`src/rtl/imem_loader.sv`:
```
// Byte-stream instruction-memory loader: assembles little-endian words and writes them out.
// Optional trailing checksum byte enabled by defining IMEM_LOADER_CHECKSUM_EN.
module imem_loader #(
  parameter int DEPTH = 64
) (
  input  logic        clk,
  input  logic        rst,
  input  logic        start,
  input  logic [6:0]  len,
  input  logic        in_valid,
  input  logic [7:0]  in_data,
  output logic        in_ready,
  output logic        we,
  output logic [31:0] waddr,
  output logic [31:0] wdata,
  output logic        busy,
  output logic        done,
  output logic        err
);
  localparam int IW = $clog2(DEPTH + 1);

  typedef enum logic [2:0] {
    IDLE,
    RECV,
    WRITE,
`ifdef IMEM_LOADER_CHECKSUM_EN
    CHECK,
`endif
    FINISH
  } state_t;

  state_t      state, state_n;
  logic [IW-1:0] idx;
  logic [1:0]  bcnt;
  logic [6:0]  len_q;
  logic        err_q;
  logic        fire, len_ok, last_word, ck_fail;

  assign fire      = in_valid && in_ready;
  assign len_ok    = (len != 7'd0) && (32'(len) <= DEPTH);
  assign last_word = (32'(idx) + 32'd1) == 32'(len_q);

`ifdef IMEM_LOADER_CHECKSUM_EN
  logic [7:0] sum;
  assign ck_fail = (state == CHECK) && fire && (in_data != sum);
`else
  assign ck_fail = 1'b0;
`endif

  always_ff @(posedge clk) begin
    if (rst) state <= IDLE;
    else     state <= state_n;
  end

  always_comb begin
    state_n = state;
    case (state)
      IDLE:   if (start && len_ok) state_n = RECV;
      RECV:   if (fire && bcnt == 2'd3) state_n = WRITE;
`ifdef IMEM_LOADER_CHECKSUM_EN
      WRITE:  state_n = last_word ? CHECK : RECV;
      CHECK:  if (fire) state_n = (in_data == sum) ? FINISH : IDLE;
`else
      WRITE:  state_n = last_word ? FINISH : RECV;
`endif
      FINISH: state_n = IDLE;
      default: state_n = IDLE;
    endcase
  end

  always_ff @(posedge clk) begin
    if (rst) begin
      idx   <= '0;
      bcnt  <= '0;
      len_q <= '0;
      wdata <= '0;
      err_q <= 1'b0;
`ifdef IMEM_LOADER_CHECKSUM_EN
      sum   <= '0;
`endif
    end else begin
      err_q <= ((state == IDLE) && start && !len_ok) || ck_fail;
      case (state)
        IDLE: if (start && len_ok) begin
          len_q <= len;
          idx   <= '0;
          bcnt  <= '0;
`ifdef IMEM_LOADER_CHECKSUM_EN
          sum   <= '0;
`endif
        end
        RECV: if (fire) begin
          wdata[{bcnt, 3'b000} +: 8] <= in_data;
          bcnt <= bcnt + 2'd1;
`ifdef IMEM_LOADER_CHECKSUM_EN
          sum  <= sum + in_data;
`endif
        end
        WRITE: idx <= idx + 1'b1;
        default: ;
      endcase
    end
  end

  // Address is gated to WRITE so the post-increment index (== len) never leaks out.
  assign waddr    = (state == WRITE) ? (32'(idx) << 2) : 32'd0;
  assign we       = (state == WRITE);
  assign done     = (state == FINISH);
  assign busy     = (state != IDLE);
  assign err      = err_q;
`ifdef IMEM_LOADER_CHECKSUM_EN
  assign in_ready = (state == RECV) || (state == CHECK);
`else
  assign in_ready = (state == RECV);
`endif
endmodule

```
`config.mk`:
```
export PLATFORM = sky130hd
export DESIGN_NAME = imem_loader
export DESIGN_NICKNAME = d
export VERILOG_FILES = /design/src/rtl/imem_loader.sv
export SDC_FILE = /design/constraint.sdc
export NUM_CORES = 1
export LEC_CHECK = 0
export BUFFER_PORTS_ARGS = -buffer_cell sky130_fd_sc_hd__buf_2
export CORE_ASPECT_RATIO = 0.5
export CORE_MARGIN = 2
export CORE_UTILIZATION = 45
export DETAILED_ROUTE_END_ITERATION = 8
export PLACE_DENSITY_LB_ADDON = 0.05
export SYNTH_ARGS = -nofsm -noshare
export SYNTH_HDL_FRONTEND = slang
export SYNTH_SLANG_ARGS = --single-unit
```
`constraint.sdc`:
```
create_clock -name clk -period 4.8 [get_ports clk]
set_input_delay 1.2 -clock clk [delete_from_list [all_inputs] [get_ports clk]]
set_output_delay 1.2 -clock clk [all_outputs]
set_load 0.03 [all_outputs]
```
==> results.py <==
metrics = {
    "synth": {
        "yosysTopAreaCell": "dfxtp_1",
        "synth_edf_count": 0,
        "synthesis.area_mm2": 0.00255,
        "synth_warnings": 0,
        "synth_seq_cells": 51,
        "synth_area_leaders": "dfxtp_1, a21oi_1, nand3_1",
        "ys.flop_type": "dfxtp_1",
        "yosysUniqueCellTypes": 38,
        "synth.top_cell.area_share": 0.401,
        "ys_async_sr_fraction": 0,
        "syn_inst": 310,
        "yosysSeqAreaShare": 0.401,
        "syn_avg_cell_area_um2": 8.21,
    },
    "die": {
        "core_area_mm2": 0.00547,
        "die_height_um": 57.2,
        "die_area_mm2": 0.00631,
        "start_util": 0.466,
        "dieWidth_um": 110,
        "ios": 88,
        "fp-row-count": 19,
    },
    "sta": {
        "tns_ns": 0,
        "timing.final.crit_share": 0.623,
        "setup_viol_count_final": 0,
        "holdWs_ns": 0.447,
        "hold_viol_final": 0,
        "slew_headroom": 0.376,
        "layout_min_cycle_time_ns": 2.99,
        "tightestPinTransition_ns": 0.936,
        "grt_setup_unrepaired": "no",
        "finClkSkew_ns": 0.00960,
        "fmax_mhz": 334,
        "slew_violations": 0,
    },
    "critical_path": {
        "cpMaxStageDelayCell": "nand2b_1",
        "startpoint_type": "register",
        "max_stage_delay_ns": 0.40,
        "path_class": "reg2out",
        "arrival_ns": 1.79,
        "end_kind": "output pin",
        "cp_data_required_time_ns": 3.60,
        "cp_max_fo": 16,
        "path_cells": "nand2b_1, inv_1, and2_1, buf_2",
    },
    "cells_and_area": {
        "drive_above_1_share": 0.215,
        "num_antenna_cells": 0,
        "nets": 387,
        "syn2layout_area_growth_pct": 14.7,
    },
    "cts": {
        "cts.reportedPaths.clkPinSlew_ns": 0.07,
        "clock_latency_ns": 0.30,
        "cts_max_path_buffers": 2,
        "ctsHtreeMaxLevel": 2,
        "clock-sinks": 51,
        "ctsResizeCount": 0,
        "numCtsBuffers": 5,
        "ctsHoldBuffers": 0,
        "cts_tree": "yes",
        "post-cts-setup-buffers": 0,
        "clockRootBuffer": "clkbuf_16",
    },
    "detailed_routing": {
        "drc_errors": 0,
        "detail-route-antenna-nets": 0,
        "drtIter0Drc": 144,
        "routed_via_density": 5.09,
        "wl_per_cell_um": 13.4,
        "dr.pass1.iters": 4,
        "vias": 2219,
        "routed_wirelength_um": 5830,
    },
    "global_route": {
        "first_global_vias": 1868,
        "antenna_found_initial": 0,
        "grt_max_degree": 52,
        "grt_pass1_wl_um": 9250,
        "overflow": 0,
        "track_usage": 0.194,
    },
    "placement": {
        "portBuffers": 62,
        "gp_congestion": 0.731,
        "place_hpwl_um": 4050,
    },
    "pwr": {
        "cellLeakagePower_nw": 1.27,
        "p_per_area_mw_per_mm2": 303,
        "ir_drop_mv": 0.140,
    },
    "status": {
        "status": "finished clean",
    },
    "min_path": {
        "hp-class": "reg2reg",
    },
    "flow_run": {
        "cap_violations": 0,
    },
}
[synth_stat cells (2+ instances only)]
cell	instances
a21oi_1	40
nand2b_1	2
and3_1	5
ha_1	6
buf_4	25
xor2_1	4
a311oi_2	3
nor3_1	4
nand2_1	47
nand3_1	40
inv_1	4
clkbuf_1	12
nor2b_1	2
a31oi_1	2
nor3b_1	4
and2_1	9
o21ai_0	6
dfxtp_1	51
mux2i_1	7
xnor2_1	3
or4_4	2
nor2_1	15
a211oi_1	2
[final timing paths]
kind,from,to,slack [ns],depth (start not counted)
hold reg to reg,wdata[7],wdata[7],0.45,2
setup reg to reg,idx[0],state[1],2.54,6
setup / recovery,state[0],waddr[6],1.81,4
hold / removal,wdata[7],wdata[7],0.45,2
[worst max-delay path, delay by kind of cell, from the launching register on]
kind	cells	cell delay (ns)
AND/OR/NAND/NOR	2	0.65
buffers and inverters	2	0.48
flip-flops	1	0.37
[state kept, by name, summed over array words and instances (netlist names)]
signal	count
wdata	32
idx	7
len_q	7
bcnt	2
state	2
err	1
[kinds of logic (layout without fill, tap and decap cells)]
kind of cell / after synthesis / count (layout) / synth area share
other: 1 / 25 / 0.00147
multiplexers: 7 / 7 / 0.0275
adder cells (fa/ha/maj): 6 / 6 / 0.0295
XOR/XNOR: 8 / 8 / 0.0329
buffers and inverters: 45 / 74 / 0.109
AO/OA/AOI/OAI: 58 / 58 / 0.139
AND/OR/NAND/NOR: 134 / 134 / 0.260
flip-flops: 51 / 51 / 0.401
[stage by stage]
| step | instance area [um^2] | power (mW) | cells | utilization | setup WS (ns) |
|---|---|---|---|---|---|
| 6_report | 2920 | 0.887 | 436 | 0.534 | 1.81 |
| 5_1_grt | 2920 | 0.924 | 436 | 0.534 | 1.67 |
| 4_1_cts | 2920 | 0.895 | 436 | 0.534 | 1.81 |
| 3_5_place_dp | 2780 | 0.538 | 428 | 0.508 | 1.71 |
| 3_3_place_gp | 2780 | 0.537 | 428 | 0.508 | 1.76 |
| 2_1_floorplan | 2640 | 0.530 | 334 | - | 1.99 |
[report_power, final]
part	leakage (nW)	switching (mW)	total, mW	internal [mW]
clock network	0.0675	0.162	0.358	0.196
logic	0.786	0.0712	0.0938	0.0226
registers	0.412	0.00527	0.435	0.430
total	1.27	0.239	0.887	0.648
[final cells by class]
type	instances	area, um^2
Inverter	4	15.0
Clock buffer	6	129
Timing Repair Buffer	62	310
Multi-Input combinational cell	238	1340
Fill cell	534	2550
Sequential cell	51	1020
Tap cell	73	91.3
Clock inverter	2	16.3
[layout by cell type (no fill, tap or decap), drive strengths merged, types with 5 or more instances in the layout]
master,n
buf,62
dfxtp,51
nand2,48
nand3,40
a21oi,40
conb,25
nor2,15
and2,9
mux2i,7
o21ai,6
ha,6
clkbuf,6
and3,5
inv,5
[layer usage]
metal  track usage  wire [um]
met5             0          0
met4        0.0536         45
met3        0.0503        357
met2         0.293       2710
met1         0.276       2720
No activity file was read; power rests on OpenSTA's default activity.
